$ cat src/rtl/trencadis_pwm_pkg.sv
// Shared types for the trencadis PWM generator.
// Optional dead-time insertion is enabled with TRENCADIS_PWM_DEADTIME_EN.
package trencadis_pwm_pkg;

  typedef enum logic [1:0] {
    IDLE  = 2'd0,
    RUN   = 2'd1,
    DRAIN = 2'd2
  } pwm_state_e;

  function automatic logic is_active(input pwm_state_e s);
    return (s == RUN) || (s == DRAIN);
  endfunction

endpackage

$ cat src/rtl/trencadis_deadtime_inserter.sv
// Turns a raw PWM level into a complementary pair with a programmable dead band.
// Present only when TRENCADIS_PWM_DEADTIME_EN is defined.
`ifdef TRENCADIS_PWM_DEADTIME_EN
module trencadis_deadtime_inserter #(
  parameter int DT_SIZE = 4
) (
  input  logic               clk_i,
  input  logic               rst_ni,
  input  logic               run_i,
  input  logic               raw_i,
  input  logic [DT_SIZE-1:0] dead_time_i,
  output logic               pwm_o,
  output logic               pwm_n_o
);

  logic               raw_q;
  logic [DT_SIZE-1:0] band_q, band_d;
  logic               pwm_q, pwm_d;
  logic               pwm_n_q, pwm_n_d;

  // raw_i is the level of the upcoming cycle; any toggle (re)starts the band.
  always_comb begin
    band_d = band_q;
    if (raw_i != raw_q) begin
      band_d = dead_time_i;
    end else if (band_q != '0) begin
      band_d = band_q - 1'b1;
    end
    pwm_d   = run_i && (band_d == '0) && raw_i;
    pwm_n_d = run_i && (band_d == '0) && !raw_i;
  end

  always_ff @(posedge clk_i or negedge rst_ni) begin
    if (!rst_ni) begin
      raw_q   <= 1'b0;
      band_q  <= '0;
      pwm_q   <= 1'b0;
      pwm_n_q <= 1'b0;
    end else begin
      raw_q   <= raw_i;
      band_q  <= band_d;
      pwm_q   <= pwm_d;
      pwm_n_q <= pwm_n_d;
    end
  end

  assign pwm_o   = pwm_q;
  assign pwm_n_o = pwm_n_q;

endmodule
`endif

$ cat src/rtl/trencadis_pwm_generator.sv
// Tick-driven PWM generator with shadow-buffered period/duty and graceful stop.
// Define TRENCADIS_PWM_DEADTIME_EN to add dead_time_i and dead-band insertion.
module trencadis_pwm_generator
  import trencadis_pwm_pkg::*;
#(
  parameter int SIZE    = 8,
  parameter int DT_SIZE = 4
) (
  input  logic               clk_i,
  input  logic               rst_ni,
  input  logic               en_i,
  input  logic               tick_i,
  input  logic [SIZE-1:0]    period_i,
  input  logic [SIZE-1:0]    duty_i,
  input  logic               update_i,
`ifdef TRENCADIS_PWM_DEADTIME_EN
  input  logic [DT_SIZE-1:0] dead_time_i,
`endif
  output logic               pwm_o,
  output logic               pwm_n_o,
  output logic               period_end_o,
  output logic               update_pending_o,
  output logic               running_o
);

  pwm_state_e      state_q, state_d;
  logic [SIZE-1:0] cnt_q, cnt_d;
  logic [SIZE-1:0] period_q, period_d;
  logic [SIZE-1:0] duty_q, duty_d;
  logic [SIZE-1:0] pend_period_q, pend_period_d;
  logic [SIZE-1:0] pend_duty_q, pend_duty_d;
  logic            pending_q, pending_d;
  logic            period_end_q, period_end_d;
  logic            running_q, running_d;
  logic            raw_d;
  logic            wrap;

  assign wrap = is_active(state_q) && tick_i && (cnt_q == period_q);

  always_ff @(posedge clk_i or negedge rst_ni) begin
    if (!rst_ni) begin
      state_q <= IDLE;
    end else begin
      state_q <= state_d;
    end
  end

  // A re-request during DRAIN wins over the wrap that would end it.
  always_comb begin
    state_d = state_q;
    case (state_q)
      IDLE:    if (en_i) state_d = RUN;
      RUN:     if (!en_i) state_d = DRAIN;
      DRAIN: begin
        if (en_i) begin
          state_d = RUN;
        end else if (wrap) begin
          state_d = IDLE;
        end
      end
      default: state_d = IDLE;
    endcase
  end

  always_comb begin
    cnt_d         = cnt_q;
    period_d      = period_q;
    duty_d        = duty_q;
    pend_period_d = pend_period_q;
    pend_duty_d   = pend_duty_q;
    pending_d     = pending_q;
    if (!is_active(state_q)) begin
      cnt_d = '0;
      if (update_i) begin
        period_d = period_i;
        duty_d   = duty_i;
      end
    end else begin
      if (tick_i) begin
        cnt_d = wrap ? '0 : cnt_q + 1'b1;
      end
      // Apply the old pending pair first so a same-cycle update is deferred.
      if (wrap && pending_q) begin
        period_d  = pend_period_q;
        duty_d    = pend_duty_q;
        pending_d = 1'b0;
      end
      if (update_i) begin
        pend_period_d = period_i;
        pend_duty_d   = duty_i;
        pending_d     = 1'b1;
      end
    end
  end

  // Outputs are computed from next-state values so the registered outputs
  // line up with the cycle's cnt_q/duty_q/state.
  always_comb begin
    running_d    = is_active(state_d);
    raw_d        = running_d && (cnt_d < duty_d);
    period_end_d = wrap;
  end

  always_ff @(posedge clk_i or negedge rst_ni) begin
    if (!rst_ni) begin
      cnt_q         <= '0;
      period_q      <= '0;
      duty_q        <= '0;
      pend_period_q <= '0;
      pend_duty_q   <= '0;
      pending_q     <= 1'b0;
      period_end_q  <= 1'b0;
      running_q     <= 1'b0;
    end else begin
      cnt_q         <= cnt_d;
      period_q      <= period_d;
      duty_q        <= duty_d;
      pend_period_q <= pend_period_d;
      pend_duty_q   <= pend_duty_d;
      pending_q     <= pending_d;
      period_end_q  <= period_end_d;
      running_q     <= running_d;
    end
  end

  assign period_end_o     = period_end_q;
  assign update_pending_o = pending_q;
  assign running_o        = running_q;

`ifdef TRENCADIS_PWM_DEADTIME_EN
  logic [DT_SIZE-1:0] dead_time_q, dead_time_d;

  assign dead_time_d = (!is_active(state_q) || wrap) ? dead_time_i : dead_time_q;

  always_ff @(posedge clk_i or negedge rst_ni) begin
    if (!rst_ni) begin
      dead_time_q <= '0;
    end else begin
      dead_time_q <= dead_time_d;
    end
  end

  trencadis_deadtime_inserter #(
    .DT_SIZE(DT_SIZE)
  ) u_deadtime (
    .clk_i      (clk_i),
    .rst_ni     (rst_ni),
    .run_i      (running_d),
    .raw_i      (raw_d),
    .dead_time_i(dead_time_q),
    .pwm_o      (pwm_o),
    .pwm_n_o    (pwm_n_o)
  );
`else
  logic pwm_q, pwm_n_q;

  always_ff @(posedge clk_i or negedge rst_ni) begin
    if (!rst_ni) begin
      pwm_q   <= 1'b0;
      pwm_n_q <= 1'b0;
    end else begin
      pwm_q   <= raw_d;
      pwm_n_q <= running_d && !raw_d;
    end
  end

  assign pwm_o   = pwm_q;
  assign pwm_n_o = pwm_n_q;

  // DT_SIZE only shapes hardware when dead-time insertion is built in.
  if (DT_SIZE < 1) begin : g_dt_size_invalid
  end
`endif

endmodule

$ cat config.mk
export PLATFORM = sky130hd
export DESIGN_NAME = trencadis_pwm_generator
export DESIGN_NICKNAME = d
export VERILOG_FILES = /design/src/rtl/trencadis_pwm_pkg.sv /design/src/rtl/trencadis_deadtime_inserter.sv /design/src/rtl/trencadis_pwm_generator.sv
export SDC_FILE = /design/constraint.sdc
export NUM_CORES = 1
export LEC_CHECK = 0
export CAP_MARGIN = 20
export CORE_MARGIN = 10
export CORE_UTILIZATION = 51
export CTS_CLUSTER_DIAMETER = 200
export DETAILED_ROUTE_END_ITERATION = 6
export GPL_TIMING_DRIVEN = 0
export PLACE_DENSITY = 0.76
export RECOVER_POWER = 50
export SLEW_MARGIN = 30
export SYNTH_ARGS = -nofsm -noshare
export SYNTH_HDL_FRONTEND = slang
export SYNTH_SLANG_ARGS = --single-unit
$ cat constraint.sdc
create_clock -name clk_i -period 2.9 [get_ports clk_i]
set_input_delay 0.725 -clock clk_i [delete_from_list [all_inputs] [get_ports clk_i]]
set_output_delay 0.725 -clock clk_i [all_outputs]
set_load 0.005 [all_outputs]
Word-level counts from Yosys, hierarchy flattened:

Index checks and enable logic that the tools add are counted.

* register bits: 47
* input bits: 21

* add/sub/neg operators: 1
* order comparisons: 1
* equality and inequality tests: 6
* mux-type cells: 16
* reductions and logical operators: 14

Operators by type and width (number)
* 8-bit 2-to-1 mux: 9
* 8-bit by 1-bit adder with 8-bit output (second input constant): 1
* 8-bit equality test: 1
* 8-bit < comparator: 1
* 2-bit 2-to-1 mux: 4
* 2-bit one-hot mux with 3 select lines: 1
* 2-bit AND reduction: 3
* 1-bit logical AND: 5
* 2-bit by 1-bit equality test with 1-bit output (second input constant): 2
* 2-bit equality test (second input constant): 2
* 2-bit nonzero test: 2
* 2-bit logical NOT: 1
* 1-bit logical OR: 2
* 1-bit 2-to-1 mux: 2
* 2-bit by 1-bit inequality test with 1-bit output (second input constant): 1
* 1-bit logical NOT: 1

Logic depth before layout (Yosys ltp):

Gate-level depths: netlist (run 1).

* word-level depth: 12
* depth in mapped cells: 16
* depth with buffers taken out: 14

Worst setup path before layout (run 1):

OpenSTA, ideal clock, no wires.

* path type: input to register
* from: in tick_i
* to: reg pwm_n_q (netlist: pwm_n_o)
* arrival time: 2930 ps
* required time: 2781 ps
* path slack: -149 ps
* stages: 14
* cell sequence: buf_2 nand2_1 nor4_2 and4_1 buf_6 mux2i_1 mux2_2 ha_1 a21o_1 a21oi_1 o211ai_1 a211oi_1 a21oi_1 and2_1

* cells in the longest elaborated chain, start to end: 10

Ends and longest elaborated chain
* from (decl): RTL line trencadis_pwm_generator.sv:12 `input logic tick_i,`
* branches (longest 9 deep; another with 8-bit < comparator)
* 1-bit logical AND *: RTL line trencadis_pwm_generator.sv:163 `pwm_n_q <= running_d && !raw_d;`
* to (signal assigned): RTL line trencadis_pwm_generator.sv:163
* to (decl): RTL line trencadis_pwm_generator.sv:155 `logic pwm_q, pwm_n_q;`

Every way passes the cells marked *.
A chain may end at the register's enable or synchronous reset.

Worst setup path after layout (run 1):

* from: reg cnt_q[4]
* to: reg pwm_n_q (netlist: pwm_n_o)

* cells in the longest elaborated chain, start to end: 10

Ends and longest elaborated chain
* from (decl): RTL line trencadis_pwm_generator.sv:27 `logic [SIZE-1:0] cnt_q, cnt_d;`
* from (signal assigned): RTL line trencadis_pwm_generator.sv:115 `cnt_q <= cnt_d;`
* branches (longest 9 deep; another with 8-bit by 1-bit adder with 8-bit output)
* 1-bit logical AND *: RTL line trencadis_pwm_generator.sv:163

Marked as above.

==> metrics.md, run 1 <==
| Metric | Value |
|---|---|
| Register area share after synthesis | 0.465 |
| Synth cell types | 37 |
| Final max-slew violation count | 0 |
| Post-route ant nets | 0 |
| Launch instance of the worst register-to-register path | cnt_q[4] |
| CP Launch Point | cnt_q[4] |
| Final hold violation count | 0 |
| Count of cells along the worst register-to-register path | 14 |
| Largest net degree at the start of global routing | 48 |
| Post-Place Cell Area | 2860 sq um |
| Number of clock sinks seen by CTS | 47 |
| Xor and xnor fraction of the mapped netlist area | 0.0519 |
| Fraction of final layout cells with drive strength greater than 1 | 0.264 |
| Status | completed |
| CP most frequent cell | a21oi_2 |
| Leakage power | 0.00138 uW |
| Global-route usage over all layers | 0.129 |
| DRT iter0 DRCs | 109 |
| Routed wire length | 5.37 mm |
| Crit start category | flip-flop |
| TritonCTS buffer count | 5 |
| Ratio of routed vias to standard cells | 5.40 |
| Compound-gate portion of the synthesized area | 0.0905 |
| Highest Clock Rate | 0.346 GHz |
| Kind of critical path | reg2reg |
| Max stage delay on crit path | 0.44 ns |
| Share of synthesized cell area in and, or, nand and nor gates | 0.0935 |
| Total half-perimeter wirelength after legalization and detailed placement | 3.68 mm |
| Clock root buffer master | clkbuf_8 |
| Crit Path Max Fanout | 8 |
| Dominant cell type by area after synthesis | dfrtp_1 |
| Vertical die dimension | 90.4 um |
| IO Port Bufs | 24 |
| Post-Syn Instances | 228 |
| Via count of the first global-routing pass | 1924 |
| Crit path setup slack, layout | 0.00780 ns |
| Critical path data arrival time | 3.09 ns |
| Routed length per placed instance | 16.0 um |
| Depth of the CTS H-tree | 2 |
| Rows | 25 |
| Endpoint of the most critical setup path | pwm_n_o |
| Post-route DRC violation count | 0 |
| Arithmetic-cell share of the synthesized area counting full adders, half adders and majority gates | 0.0593 |
| Utilization after layout | 0.661 |
| Hold/Removal Path Class | reg2reg |
| Kind of end point of the critical path | flip-flop |
| Clock latency at the later pin of the worst-skew pair | 0.30 ns |
| Antenna Diode Count | 0 |
| Wire length of the first global-routing pass | 8.74 mm |
| Final net count | 301 |
| Leading cell types in the layout, fill and taps excluded | dfrtp_1 (44), mux2i_1 (23), clkdlybuf4s50_1 (23) |
| # setup viols final | 0 |
| Actual transition at the worst max-transition pin | 1.17 ns |
| IO Count | 26 |
| Area of the die | 8180 sq um |
| Multiplexer fraction of the synthesized cell area | 0.195 |
| Initial core utilization | 0.532 |
| Overall Power | 3000 uW |
| Reg-to-reg slack, setup | 0.008 ns |
| Most common cell after layout, fill and taps aside | dfrtp_1 |
| Worst relative slew slack | 0.218 |
| Worst VDD drop | 0.467 mV |
| Area added between synthesis and finish | 24.3% |
| Top post-synthesis cells by area | dfrtp_1 (46%), mux2_2 (9.8%), mux2i_1 (9.1%) |
| Number of max-capacitance violations reported | 0 |
| Worst reg2reg endpoint | pwm_n_o |
| Antenna violations before repair | 0 |
| P per Cell Area | 954 nW/um^2 |
| Number of register bits inferred by synthesis | 47 |
| Vias | 1815 |
| Post-Synthesis Net Count | 261 |
| Worst Path Required | 3.10 ns |
| Post-layout min period | 2.89 ns |
| First drt pass iteration count | 4 |
| Number of buffers on the longest clock path | 2 |
| Leftover overflow at the end of global routing | 0 |
| Setup slack after placement | -0.750 ns |
| CORE AREA | 4750 sq um |
| Cell-by-cell trace of the critical path | xor2_1, nor4_4, and4_1, buf_6, buf_12, mux2i_1, mux2_4, ha_4, a21o_1, a21oi_2, o211ai_1, a211oi_2, a21oi_2, and2_1 |
| Setup repair after global routing missed its margin | true |
| Share of the clock period used by the worst path after layout | 0.997 |
| Dominant combinational cell family by area after synthesis | multiplexers |
| CTS tree | built |
| Finished Cell Area | 3140 sq um |
| Horiz. Die Dim | 90.4 um |
| Post-synthesis instance area | 2530 sq um |
| Yosys top cell area share | 0.465 |
| Clock Skews | 0.00521 ns |
| Syn avg cell area | 11.1 sq um |
| Clock-pin slew on the worst setup and hold paths | 0.08 ns |
| Hold Buf Count CTS | 0 |
| GP Congestion | 0.777 |
| Synthesis Warnings | 0 |
| Library cell contributing the largest single delay on the critical path | dfrtp_2 |
## worst min-delay path by stage
stage          depth (start not counted)              from          endpoint
3_3_place_gp                           1    pend_duty_q[1]    pend_duty_q[1]
3_5_place_dp                           1  pend_period_q[5]  pend_period_q[5]
5_1_grt                                1  pend_period_q[2]  pend_period_q[2]
4_1_cts                                1            rst_ni  pend_period_q[7]
6_report                               1  pend_period_q[5]  pend_period_q[5]
2_1_floorplan                          0            rst_ni          cnt_q[0]
## critical path: cells and delay by family (launching register included)
kind	cells	cell delay, ns
adder cells (fa/ha/maj)	1	0.16
AO/OA/AOI/OAI	5	0.72
multiplexers	2	0.34
XOR/XNOR	1	0.17
AND/OR/NAND/NOR	3	0.68
flip-flops	1	0.44
buffers and inverters	2	0.26
## synthesized netlist by cell type, drive strengths merged
cell	number
buf	5
nand4	3
nand3	6
a31oi	1
o211a	1
nor3	2
nor2	14
o211ai	1
or2	1
mux2	23
or3	1
and2	2
o22ai	8
a211oi	3
nor2b	2
o221ai	1
dfrtp	47
xnor2	3
nand3b	2
nand2	12
a21oi	14
ha	12
inv	15
mux2i	23
o21ai	4
clkbuf	3
o21a	1
nor4	1
a21o	3
xor2	12
nand2b	1
and4	1
## power by group
part           switching, uW  leakage, uW  internal, uW
Clock                    216    0.0000515           218
Combinational            727     0.000764           727
Sequential               174     0.000568           937
## routing by layer
layer	global-route usage	vias to the layer above	wire [um]	part of all wire
li1	-	888	-	-
met1	0.143	884	2350	0.44
met2	0.227	32	2670	0.50
met3	0.0341	11	216	0.040
met4	0.0557	0	129	0.024
met5	0	-	0	0
## flip-flops by register name (all words and copies together) (netlist names), 2 cells and up
signal	count
pend_period_q	8
cnt_q	8
pend_duty_q	8
period_q	8
duty_q	8
state_q	2
## layout make-up
type	instances	area [sq um]
Multi-Input combinational cell	158	1360
Timing Repair Buffer	33	303
Clock buffer	8	100
Sequential cell	47	1180
Tap cell	67	83.8
Inverter	15	56.3
Buffer	8	65.1
Fill cell	379	1610
## metrics by stage
step	setup TNS [ns]	hold WS, ns	std cells
floorplan	-0.0797	0.429	228
global placement	-11.71	0.489	319
detailed placement	-1.41	0.493	319
CTS	-0.176	0.441	334
global route	-0.280	0.520	336
finish	0	0.511	336
## what timing repair did
| action | in CTS | in global routing |
|---|---|---|
| pin swaps | 10 | 8 |
| setup endpoints to repair | 2 | 2 |
| setup buffers | 7 | 2 |
| resized for setup | 18 | 8 |
| cloned | 0 | 0 |
## cells by family after synthesis
| logic type | Yosys count |
|---|---|
| XOR/XNOR | 15 |
| flip-flops | 47 |
| adder cells (fa/ha/maj) | 12 |
| AO/OA/AOI/OAI | 37 |
| multiplexers | 46 |
| AND/OR/NAND/NOR | 48 |
| buffers and inverters | 23 |
(Power assumes the default switching activity.)
==> inputs of run 2 (changes only) <==
CORE_MARGIN = 5   (was 10)
==> metrics.md, run 2 (synthesis results as in run 1) <==
| Metric | Value |
|---|---|
| Launch instance of the worst register-to-register path | state_q[0] |
| Post-route ant nets | 0 (unchanged) |
| Post-route DRC violation count | 0 (unchanged) |
| Hold Path Depth | 1 (unchanged) |
| P per Cell Area | 947 nW/um^2 (-0.69%) |
| Leading cell types in the layout, fill and taps excluded | dfrtp_1 (44), mux2i_1 (23), clkdlybuf4s50_1 (23) |
| DRT iter0 DRCs | 115 (+5.5%) |
| Depth of the CTS H-tree | 2 (unchanged) |
| Most common cell after layout, fill and taps aside | dfrtp_1 |
| Cell family with the largest share of critical-path delay | compound AO/OA/AOI/OAI gates |
| Max stage delay on crit path | 0.38 ns (-0.06 ns) |
| GP Congestion | 0.773 (-0.55%) |
| Global-route usage over all layers | 0.177 (+0.0482) |
| First drt pass iteration count | 4 (unchanged) |
| Clock-pin slew on the worst setup and hold paths | 0.09 ns (about the same) |
| Clock Skews | 0.0127 ns (+0.00748 ns) |
| Cells after DPL | 319 (unchanged) |
| Wire length of the first global-routing pass | 8.74 mm (about the same) |
| Fraction of final layout cells with drive strength greater than 1 | 0.260 (-0.00372) |
| IO Count | 26 (unchanged) |
| Worst reg2reg endpoint | pwm_n_o |
| Count of cells along the worst register-to-register path | 16 (+2) |
| Share of the clock period used by the worst path after layout | 1.00 (+0.00240) |
| WP buf/inv | 3 (+1) |
| IO Port Bufs | 24 (unchanged) |
| Clock latency at the later pin of the worst-skew pair | 0.30 ns (about the same) |
| Final max-slew violation count | 0 (unchanged) |
| Total half-perimeter wirelength after legalization and detailed placement | 3.43 mm (-6.6%) |
| Vertical die dimension | 80.4 um (-11%) |
| Routed wire length | 5.12 mm (-4.6%) |
| Worst relative slew slack | 0.231 (+0.0125) |
| Hold Buf Count CTS | 0 (unchanged) |
| Ratio of routed vias to standard cells | 5.34 (-1.2%) |
| Final cell count without fillers | 336 (unchanged) |
| Crit Path Max Fanout | 6 (-2) |
| Via count of the first global-routing pass | 1854 (-3.6%) |
| CTS tree | built |
| CORE AREA | 4750 sq um (unchanged) |
| Rows | 25 (unchanged) |
| Initial core utilization | 0.532 (unchanged) |
| Highest Clock Rate | 0.345 GHz (-0.24%) |
| Library cell contributing the largest single delay on the critical path | dfrtp_1 |
| # setup viols final | 0 (unchanged) |
| Post-layout min period | 2.90 ns (+0.00696 ns) |
| Hold/Removal Path Class | reg2reg |
| Area added between synthesis and finish | 24.2% (about the same) |
| Kind of critical path | reg2reg |
| Vias | 1793 (-1.2%) |
| Clock root buffer master | clkbuf_8 |
| Area of the die | 6470 sq um (-21%) |
| Number of buffers on the longest clock path | 2 (unchanged) |
| Critical path data arrival time | 3.10 ns (about the same) |
| Horiz. Die Dim | 80.4 um (-11%) |
| Final hold violation count | 0 (unchanged) |
| Number of clock sinks seen by CTS | 47 (unchanged) |
| Final worst hold slack | 0.508 ns (-0.00277 ns) |
| FILL cells | 357 (-5.8%) |
| Endpoint of the worst hold path | pend_duty_q[7] |
| Number of max-capacitance violations reported | 0 (unchanged) |
| Antenna Diode Count | 0 (unchanged) |
| Worst Path Required | 3.10 ns (about the same) |
| Largest net degree at the start of global routing | 48 (unchanged) |
| Antenna violations before repair | 0 (unchanged) |
| Status | completed |
| Actual transition at the worst max-transition pin | 1.15 ns (-0.0187 ns) |
| TritonCTS buffer count | 5 (unchanged) |
| Routed length per placed instance | 15.2 um (-4.6%) |
| Cell-by-cell trace of the critical path | inv_2, ha_4, nand2_4, nor4_4, and4_1, buf_6, buf_12, mux2i_1, mux2_4, ha_4, a21o_1, a21oi_2, o211ai_1, a211oi_2, a21oi_2, and2_1 |
| Leftover overflow at the end of global routing | 0 (unchanged) |
| Worst VDD drop | 0.489 mV (+4.7%) |
| Leakage power | 0.00138 uW (-0.54%) |
| Kind of end point of the critical path | flip-flop |
| Crit start category | flip-flop |
| Hold_sp | pend_duty_q[7] |
| Final net count | 301 (unchanged) |
| Reg-to-reg slack, setup | 0.0008 ns (about the same) |
| Setup repair after global routing missed its margin | true |
==> run 2: cell count changes in the layout (fill, tap and decap cells not counted), sizes merged <==
cell	previous run	this run
clkbuf	12	11
clkinv	0	1
==> run 2: worst max path at each step <==
stage	to	startpoint	cells past startpoint
global placement	pwm_n_o	state_q[1]	13
finish	pwm_n_o	state_q[0]	16
detailed placement	pwm_n_o	state_q[1]	13
CTS	pwm_n_o	state_q[1]	16
floorplan	pwm_n_o	tick_i	14
global route	pwm_n_o	state_q[0]	16
==> run 2: metrics by stage <==
step | setup TNS, ns | power, uW | setup slack (ns) | util | instance area (sq um)
floorplan | -0.0797 | 2030 | -0.0797 | - | 2540
global placement | -11.84 | 2290 | -0.671 | 0.602 | 2860
detailed placement | -1.41 | 2350 | -0.748 | 0.601 | 2860
CTS | -0.0850 | 2900 | -0.0748 | 0.652 | 3100
global route | -0.245 | 3200 | -0.138 | 0.661 | 3140
finish | 0 | 2980 | 0.000839 | 0.661 | 3140
==> run 2: metal layers <==
metal | share of wire | GRT usage
met5 | 0 | 0
met2 | 0.50 | 0.287
met4 | 0.021 | 0.0811
met3 | 0.038 | 0.0392
met1 | 0.44 | 0.225
==> run 2: final cells by class <==
class	instances	area [sq um]	area share
repair buffers	33	303	0.0963
clock inverters	1	5.00	0.00159
plain buffers	8	67.6	0.0215
inverters	15	56.3	0.0179
clock buffers	7	76.3	0.0243
well taps	67	83.8	0.0267
flip-flops and latches	47	1180	0.375
multi-input cells	158	1370	0.436
==> run 2: timing repair <==
| action | 4_1_cts | 5_1_grt |
|---|---|---|
| setup endpoints to repair | 2 | 2 |
| pin swaps | 9 | 7 |
| cloned | 0 | 0 |
| resized for setup | 19 | 10 |
| setup buffers | 8 | 1 |
==> run 2: power by group <==
part	switching [uW]	leakage [uW]	internal (uW)
Clock	212	0.0000422	170
Sequential	169	0.000568	937
Combinational	745	0.000765	744
Total	1130	0.00138	1850
==> run 2: worst reg2reg max path: stages, from the launching register on <==
cell and delay, ns:
dfrtp_1 0.38, inv_2 0.07, ha_4 0.28, nand2_4 0.05
nor4_4 0.14, and4_1 0.24, buf_6 0.14, buf_12 0.11
mux2i_1 0.06, mux2_4 0.28, ha_4 0.16, a21o_1 0.15
a21oi_2 0.15, o211ai_1 0.13, a211oi_2 0.20, a21oi_2 0.10
and2_1 0.14
